==> src/rtl/mlt_pkg.sv <==
// Shared definitions for the MLT-3 transmit path: scheduler states, default
// payload width and the line-level encodings also used by the coder.
package mlt_pkg;

  typedef enum logic [1:0] {
    IDLE  = 2'd0,
    SHIFT = 2'd1,
    GAP   = 2'd2
  } state_t;

  localparam int DEFAULT_DATA_W = 8;

  localparam logic [1:0] POS  = 2'b10;
  localparam logic [1:0] ZERO = 2'b00;
  localparam logic [1:0] NEG  = 2'b01;

endpackage

==> src/rtl/mlt_rr_arbiter.sv <==
// Combinational round-robin pick: first valid requester scanning upward
// (with wrap) from ptr+1.
module mlt_rr_arbiter #(
  parameter int N_REQ = 2
) (
  input  logic [N_REQ-1:0]         req_valid,
  input  logic [$clog2(N_REQ)-1:0] ptr,
  output logic [$clog2(N_REQ)-1:0] winner,
  output logic                     found,
  output logic [N_REQ-1:0]         onehot
);

  localparam int IDW = $clog2(N_REQ);

  logic [IDW-1:0] idx;

  always_comb begin
    found  = 1'b0;
    winner = '0;
    idx    = '0;
    for (int k = 1; k <= N_REQ; k++) begin
      idx = IDW'((int'(ptr) + k) % N_REQ);
      if (!found && req_valid[idx]) begin
        found  = 1'b1;
        winner = idx;
      end
    end
  end

  for (genvar gi = 0; gi < N_REQ; gi++) begin : g_onehot
    assign onehot[gi] = found && (winner == IDW'(gi));
  end

endmodule

==> src/rtl/mlt_tx_sched.sv <==
// Round-robin byte scheduler serializing MSB-first into the MLT-3 coder,
// with a zero-bit idle gap after each frame. Optional parity bit: MLT_TX_PARITY_EN.
module mlt_tx_sched
  import mlt_pkg::*;
#(
  parameter int DATA_W   = DEFAULT_DATA_W,
  parameter int N_REQ    = 2,
  parameter int GAP_BITS = 2
) (
  input  logic                      clk,
  input  logic                      rst_n,
  input  logic [N_REQ-1:0]          req_valid,
  input  logic [N_REQ*DATA_W-1:0]   req_data,
  output logic [N_REQ-1:0]          req_ready,
  output logic                      ser_data,
  output logic                      ser_valid,
  output logic [$clog2(N_REQ)-1:0]  grant_id,
  output logic                      busy,
  output logic                      frame_done
);

  localparam int IDW      = $clog2(N_REQ);
  localparam int CW       = $clog2(DATA_W + 1);
  localparam int GW       = (GAP_BITS > 0) ? $clog2(GAP_BITS + 1) : 1;
  localparam int GAP_LOAD = (GAP_BITS > 0) ? GAP_BITS - 1 : 0;
`ifdef MLT_TX_PARITY_EN
  localparam bit PAR_EN = 1'b1;
`else
  localparam bit PAR_EN = 1'b0;
`endif

  state_t            state_reg;
  logic [DATA_W-1:0] shreg_reg;
  logic [CW-1:0]     bit_cnt_reg;
  logic [GW-1:0]     gap_cnt_reg;
  logic [IDW-1:0]    ptr_reg;
`ifdef MLT_TX_PARITY_EN
  logic              par_reg;
  logic              par_phase_reg;
`endif

  logic [IDW-1:0]    win_idx;
  logic              win_found;
  logic [N_REQ-1:0]  win_onehot;
  logic [DATA_W-1:0] req_bytes [N_REQ];
  logic [DATA_W-1:0] sel_data;

  for (genvar gi = 0; gi < N_REQ; gi++) begin : g_bytes
    assign req_bytes[gi] = req_data[gi*DATA_W +: DATA_W];
  end

  mlt_rr_arbiter #(.N_REQ(N_REQ)) u_arb (
    .req_valid (req_valid),
    .ptr       (ptr_reg),
    .winner    (win_idx),
    .found     (win_found),
    .onehot    (win_onehot)
  );

  assign sel_data  = req_bytes[win_idx];
  assign req_ready = (state_reg == IDLE) ? win_onehot : '0;

  always_ff @(posedge clk or negedge rst_n) begin
    if (!rst_n) begin
      state_reg   <= IDLE;
      shreg_reg   <= '0;
      bit_cnt_reg <= '0;
      gap_cnt_reg <= '0;
      ptr_reg     <= IDW'(N_REQ - 1);
      ser_data    <= 1'b0;
      ser_valid   <= 1'b0;
      grant_id    <= '0;
      busy        <= 1'b0;
      frame_done  <= 1'b0;
`ifdef MLT_TX_PARITY_EN
      par_reg       <= 1'b0;
      par_phase_reg <= 1'b0;
`endif
    end else begin
      case (state_reg)
        IDLE: begin
          ser_data   <= 1'b0;
          ser_valid  <= 1'b0;
          frame_done <= 1'b0;
          busy       <= 1'b0;
          if (win_found) begin
            // The MSB goes straight onto the line; the register keeps the rest.
            shreg_reg   <= sel_data << 1;
            ser_data    <= sel_data[DATA_W-1];
            ser_valid   <= 1'b1;
            busy        <= 1'b1;
            grant_id    <= win_idx;
            ptr_reg     <= win_idx;
            bit_cnt_reg <= CW'(DATA_W - 1);
            frame_done  <= (DATA_W == 1) && !PAR_EN;
            state_reg   <= SHIFT;
`ifdef MLT_TX_PARITY_EN
            par_reg       <= ^sel_data;
            par_phase_reg <= 1'b0;
`endif
          end
        end

        SHIFT: begin
          if (bit_cnt_reg != '0) begin
            ser_data    <= shreg_reg[DATA_W-1];
            shreg_reg   <= shreg_reg << 1;
            bit_cnt_reg <= bit_cnt_reg - 1'b1;
            frame_done  <= (bit_cnt_reg == CW'(1)) && !PAR_EN;
          end
`ifdef MLT_TX_PARITY_EN
          else if (!par_phase_reg) begin
            ser_data      <= par_reg;
            par_phase_reg <= 1'b1;
            frame_done    <= 1'b1;
          end
`endif
          else begin
            ser_data   <= 1'b0;
            ser_valid  <= 1'b0;
            frame_done <= 1'b0;
            if (GAP_BITS > 0) begin
              gap_cnt_reg <= GW'(GAP_LOAD);
              state_reg   <= GAP;
            end else begin
              busy      <= 1'b0;
              state_reg <= IDLE;
            end
          end
        end

        GAP: begin
          if (gap_cnt_reg == '0) begin
            busy      <= 1'b0;
            state_reg <= IDLE;
          end else begin
            gap_cnt_reg <= gap_cnt_reg - 1'b1;
          end
        end

        default: state_reg <= IDLE;
      endcase
    end
  end

endmodule

==> config.mk <==
export PLATFORM = sky130hd
export DESIGN_NAME = mlt_tx_sched
export DESIGN_NICKNAME = d
export VERILOG_FILES = /design/src/rtl/mlt_pkg.sv /design/src/rtl/mlt_rr_arbiter.sv /design/src/rtl/mlt_tx_sched.sv
export SDC_FILE = /design/constraint.sdc
export NUM_CORES = 1
export LEC_CHECK = 0
export ABC_AREA = 1
export BUFFER_PORTS_ARGS = -buffer_cell sky130_fd_sc_hd__buf_2
export CAP_MARGIN = 20
export CORE_ASPECT_RATIO = 1.4
export CORE_MARGIN = 3
export CORE_UTILIZATION = 45
export CTS_BUF_LIST = sky130_fd_sc_hd__clkbuf_8
export DETAILED_ROUTE_END_ITERATION = 6
export HOLD_SLACK_MARGIN = 0.05
export PLACE_DENSITY = 0.65
export SLEW_MARGIN = 10
export SYNTH_ARGS = -nofsm -noshare
export SYNTH_HDL_FRONTEND = slang
export SYNTH_SLANG_ARGS = --single-unit
==> constraint.sdc <==
create_clock -name clk -period 2.4 [get_ports clk]
set_input_delay 0.24 -clock clk [delete_from_list [all_inputs] [get_ports clk]]
set_output_delay 0.24 -clock clk [all_outputs]
set_load 0.005 [all_outputs]
==> results.ini, run 1 <==
[layout]
largest_register_ffs=7
drive_gt1_share_pct=24.6
final_area_um2=1340
syn_to_final_growth_pct=17.4
n_antenna_cell=0
layout.nets=195
final_cells=204

[power_and_ir_drop]
p_per_area_nw_per_um2=1300
p_leak_nw=0.703
ir_drop_mv=0.557
finalPower_w=0.00174

[yosys]
synth_common_cells=nand3_1 (32), nand2_1 (31), dfrtp_1 (20), nor2_1 (15), inv_1 (11)
ys_warn_count=0
syn_inst=144
synth_top_area_cell=dfrtp_1
ys_ff_latch=21
synth-main-ff-cell=dfrtp_1
synth.top_cells.by_area=dfrtp_1 (44%), nand3_1 (14%), nand2_1 (10%), nor2_1 (4.9%), inv_1 (3.6%)
ys_types=23
syn-num-nets=167
synthesis.area_um2=1140
synthArstFlopShare_pct=100
yosysSeqAreaShare_pct=46.3
yosysTopAreaCellShare_pct=44.0
synth_edf_count=0
syn_avg_cell_area_um2=7.91
synth.most_common_cell=nand3_1

[die]
die_height_um=65.5
io_pins=27
start_util_pct=50.0
core_um2=2280
die_w_um=48.5
dieArea_um2=3180
placementRows=20

[setup_path]
cp-startpoint=ptr_reg
cp_cell_sequence=nand2_1, nand2_1, inv_1, nor2_1, buf_2
cpPeakStageDelay_ns=0.54
critPathBufInv=2
worst_r2r_endpoint=bit_cnt_reg[2]
startpoint_type=register
path_max_fanout=11
cp.arrival_ns=1.59
ff2ff_setup_slack_ns=0.82
slowest_stage=dfstp_2
cp_top_family=simple AND/OR/NAND/NOR gates
worstSetupPathType=reg -> out
end_kind=primary output
r2r-start=bit_cnt_reg[0]
r2r.worst_path.cells=7
required_ns=2.16
worstSetupPathDepth=5
endpoint=req_ready[0]
cpMostUsedCell=nand2_1

[detailed_routing]
routed_wl_um=2450
wl_per_cell_um=12.0
dr_total_vias=1043
vias_per_cell=5.11
drc_errors=0
drtPass1Iterations=4
antenna_left=0
drt_iter0_drc=30

[timing]
setup-tns-final_ns=0
maxSlewViolCount=0
setup_violations=0
finalCritPeriodShare_pct=76.2
final_hold_viol_count=0
max_slew_margin_pct=67.9
fin_skew_ns=0.00733
rsz0062_at_grt=false
fmax_ghz=0.547
worst_slew_pin_slew_ns=0.482
min_period_ns=1.83

[cts]
cts_resized=0
cts_buffers=3
clk_pin_slew_ns=0.09
cts_tree=built
worst_skew_pair.late_latency_ns=0.26
htreeDepth=1
clockBufferDepth=2
cts-root-buf=clkbuf_8
cts_sinks=21

[global_route]
grt_max_degree=22
grt_overflow=0
antenna_found_initial=0
grt_use_total_pct=16.6
grt_pass1_vias=979
grt_pass1_wl_um=4150

[placement]
gp_congestion=0.825
dpl.hpwl_um=1830
placedInstanceArea_um2=1280
dp.cells=199
port_buffers=26

[status]
outcome=finished, final reports clean

[min_path]
hp-class=in -> reg
min_from=req_valid[0]

[flow_run]
max_cap_viol_count=0

[per-layer routing]
metal | share of wire, % | GRT usage (%) | up-vias
met5 | 0 | 0 | -
met4 | 0.53 | 7.47 | 0
met3 | 5.0 | 2.49 | 2
met2 | 48 | 28.6 | 35
met1 | 46 | 20.5 | 486
li1 | - | - | 520
[kinds of logic (layout without fill, tap and decap cells)]
kind of cell	after synthesis	count (layout)	synth area share, %
simple gates	89	89	36.0
fa+ha+maj	3	3	3.30
flops	21	21	46.3
buf+inv	18	45	7.80
compound gates	12	12	5.82
xor+xnor	1	1	0.769
[through the flow]
stage	utilization (%)	worst slack [ns]	hold WS [ns]
after detailed placement	56.1	0.864	0.224
after CTS	58.7	0.560	0.280
final	58.7	0.572	0.285
after global routing	58.7	0.463	0.277
after global placement	56.1	0.900	0.220
after floorplan	-	1.02	-0.0556
[worst register-to-register path, cell delays in order (launching register included)]
cell	delay, ns
dfrtp_1	0.41
inv_1	0.12
ha_1	0.22
nand3_1	0.15
nand2_2	0.22
nand2_4	0.14
o21ai_0	0.10
o21ai_0	0.09
[cell type report]
cell class,instances,area (µm²)
multi-input combinational,105,523
clock inverter,1,7.51
clock buffer,3,41.3
sequential,21,527
tap,33,41.3
inverter,13,48.8
timing repair buffer,28,148
fill,212,941
[power breakdown]
part           switching (W)  total (W)  internal, W
registers           0.000108   0.000641     0.000533
logic               0.000526   0.000852     0.000326
clock network       0.000125   0.000242     0.000117
total               0.000759    0.00174     0.000977
[layout by cell type (no fill, tap or decap), drive strengths merged]
cell type	n
xor2	1
o21ai	11
dfstp	1
dfrtp	20
nand4	1
or2	6
ha	3
nand2	33
clkinvlp	1
o211ai	1
nor2	16
inv	13
nand3	32
nor3	1
clkbuf	3
buf	27
dlygate4sd3	1
[worst min-delay path by stage]
stage                endpoint  cells after the start
6_report            ser_valid                      3
5_1_grt          shreg_reg[1]                      3
4_1_cts             ser_valid                      3
3_5_place_dp   gap_cnt_reg[0]                      1
3_3_place_gp   gap_cnt_reg[0]                      1
2_1_floorplan  bit_cnt_reg[0]                      0
[what timing repair did]
action	in CTS	in global routing
setup endpoints to repair	0	0
buffers inserted	0	0
hold buffers	1	0
hold endpoints to repair	20	0
No activity file was read; power rests on OpenSTA's default activity.
==> inputs of run 2 (changes only) <==
ABC_AREA = 0   (was 1)
PLACE_DENSITY = 0.68   (was 0.65)
clock period = 1.5 ns   (was 2.4 ns; I/O delays follow)
==> run 2 against run 1 <==
  * Synthesized cell count fell by 24%
  * Non-clock buffer count rose by 8
  * Routed wire length fell by 1.1%
  * Largest cell class is now multi-input gates
  * Worst hold slack got worse by 0.13 ns
  * Critical path type is now reg -> reg
  * Core utilization rose by 4.8 points
  * Clock power rose by 55%
==> results.ini, run 2 <==
[cts]
clockBufferDepth=2  ; unchanged
cts-root-buf=clkbuf_8
cts_tree=built
clk_pin_slew_ns=0.07  ; -0.02 ns
htreeDepth=1  ; unchanged
worst_skew_pair.late_latency_ns=0.26  ; about the same
cts_buffers=3  ; unchanged
cts_sinks=21  ; unchanged

[flow_run]
max_cap_viol_count=0  ; unchanged

[timing]
final_hold_viol_count=0  ; unchanged
fmax_ghz=0.670
worst_slew_pin_slew_ns=0.468  ; -0.0140 ns
max_slew_margin_pct=68.8  ; +0.93 points
fin_skew_ns=0.00371  ; -0.00362 ns
rsz0062_at_grt=true
holdWs_ns=0.151  ; -0.134 ns
finalCritPeriodShare_pct=99.4
min_period_ns=1.49
setup-tns-final_ns=0  ; unchanged
setup_violations=0  ; unchanged
maxSlewViolCount=0  ; unchanged

[global_route]
grtUsageMet1_pct=22.1  ; +1.6 points
grt_max_degree=22  ; unchanged
grt_use_total_pct=18.2  ; +1.6 points
grt_overflow=0  ; unchanged
use_met3_pct=2.50  ; +0.0057 points
grt_pass1_wl_um=4000  ; -3.8%
grt_util_met2_pct=30.1  ; +1.5 points
globalRoute.busiestLayer=met2
antenna_found_initial=0  ; unchanged
grt_pass1_vias=919  ; -6.1%

[detailed_routing]
routed_wl_um=2420  ; -1.1%
wl_per_cell_um=14.4  ; +20%
drtPass1Iterations=4  ; unchanged
drc_errors=0  ; unchanged
drt_iter0_drc=13  ; -57%
vias_per_cell=5.64  ; +10%
dr_total_vias=948  ; -9.1%
antenna_left=0  ; unchanged

[layout]
final_cell_mix=buf_2 (26), dfrtp_1 (18), nand2_1 (13)
layout.nets=170  ; -13%
n_fill_cell=210  ; -0.94%
drive_gt1_share_pct=43.2  ; +19 points
n_antenna_cell=0  ; unchanged
final_area_um2=1430  ; +6.9%
final_cells=168  ; -18%
syn_to_final_growth_pct=29.8
layout_commonest_cell=buf_2
largest_register_ffs=7  ; unchanged

[placement]
dpl.hpwl_um=1810  ; -0.94%
dp.cells=160  ; -20%
port_buffers=26  ; unchanged
gp_congestion=0.781  ; -5.3%
placedInstanceArea_um2=1290  ; +1.1%

[yosys]
synth_top_area_cell=dfrtp_1
syn_avg_cell_area_um2=10.0  ; +27%
yosysSeqAreaShare_pct=47.8  ; +1.6 points
ys_types=29  ; +26%
syn_inst=110  ; -24%
synth_edf_count=0  ; unchanged
synth_common_cells=dfrtp_1 (20), nand2_1 (15), nor2b_1 (9), a21o_1 (8), a21oi_1 (8)
ys_ff_latch=21  ; unchanged
synth.most_common_cell=dfrtp_1
synthesis.area_um2=1100  ; -3.3%
synth.top_cells.by_area=dfrtp_1 (45%), a21o_1 (5.5%), nand2_1 (5.1%), nor2b_1 (5.1%), o31ai_1 (4.1%)
synth-main-ff-cell=dfrtp_1
syn-num-nets=133  ; -20%
synthArstFlopShare_pct=100  ; unchanged
ys_warn_count=0  ; unchanged
yosysTopAreaCellShare_pct=45.5  ; +1.5 points

[die]
core_um2=2250  ; -1.1%
die_w_um=47.8  ; -1.5%
dieArea_um2=3080  ; -2.9%
placementRows=20  ; unchanged
start_util_pct=48.9  ; -1.1 points
die_height_um=64.5  ; -1.5%
io_pins=27  ; unchanged

[power_and_ir_drop]
p_leak_nw=0.688  ; -2.2%
p_per_area_nw_per_um2=1820  ; +40%
ir_drop_mv=0.990  ; +78%

[min_path]
hp-class=in -> reg

[setup_path]
cp.arrival_ns=1.65  ; +0.06 ns
startpoint_type=register
worstSetupPathType=reg -> reg
path_max_fanout=6  ; -5
end_kind=register
required_ns=1.65  ; -0.51 ns

[status]
outcome=finished, final reports clean

run 2: changes by cell type in the layout (fill, tap and decap cells not counted), moves of 3 or more:
cell	delta
inv_1	-8
a21oi_1	+8
a21o_1	+8
or2_2	-4
nand2_1	-18
o21ai_0	-6
mux2i_1	+3
nand3_1	-32
buf_4	+8
nor2b_1	+9
nor2_1	-11
o31ai_1	+4
run 2: repair_timing:
action / CTS / global route
hold endpoints to repair: 20 / 0
hold buffers: 1 / 0
gates cloned: 0 / 0
endpoints found under the setup margin: 5 / 12
setup buffers: 0 / 3
resized for setup: 6 / 11
run 2: routing by layer:
layer / wire, µm / part of all wire (%)
met4: 52 / 2.1
met2: 1260 / 52
met3: 87 / 3.6
met1: 1030 / 42
met5: 0 / 0
run 2: layout make-up:
cell class / instances / area [µm²] / area share [%]
well taps: 22 / 27.5 / 1.93
inverters: 5 / 18.8 / 1.31
repair buffers: 36 / 208 / 14.5
flip-flops and latches: 21 / 529 / 37.0
clock inverters: 1 / 5.00 / 0.350
clock buffers: 3 / 41.3 / 2.89
multi-input cells: 80 / 599 / 41.9
run 2: worst paths after layout:
check                                    start         end  slack [ns]  cells past startpoint
max in group asynchronous                rst_n     ptr_reg        0.78                      2
worst max-delay path            bit_cnt_reg[1]  frame_done       0.009                      5
worst max register to register  bit_cnt_reg[1]  frame_done       0.009                      5
min in group asynchronous                rst_n   ser_valid        0.37                      2
worst min-delay path              req_valid[0]     ptr_reg        0.15                      2
worst min register to register        grant_id    grant_id        0.48                      1
run 2: cells by family after synthesis:
group	synth area share, %
flip-flops	47.8
multiplexers	4.77
buffers and inverters	4.20
adder cells (fa/ha/maj)	3.41
AND/OR/NAND/NOR	15.2
AO/OA/AOI/OAI	24.5
run 2: report_power, final:
| part | switching (W) | internal, W | leakage (nW) |
|---|---|---|---|
| clock network | 0.000190 | 0.000185 | 0.0255 |
| logic | 0.000609 | 0.000644 | 0.408 |
| registers | 0.000174 | 0.000804 | 0.254 |
| total | 0.000973 | 0.00163 | 0.688 |
run 2: metrics by stage:
step / util (%) / power (W) / setup slack (ns)
3_5_place_dp: 57.3 / 0.00213 / -0.0243
4_1_cts: 60.6 / 0.00254 / 0.00456
6_report: 63.4 / 0.00261 / 0.00853
5_1_grt: 63.4 / 0.00282 / -0.0648
2_1_floorplan: - / 0.00179 / 0.00680
3_3_place_gp: 57.3 / 0.00207 / 0.0319
run 2: worst max-delay path, stage by stage, from the launching register on:
cell     delay, ns
dfrtp_1       0.39
inv_2         0.08
ha_4          0.14
or3b_4        0.37
and2_4        0.18
a32o_1        0.22
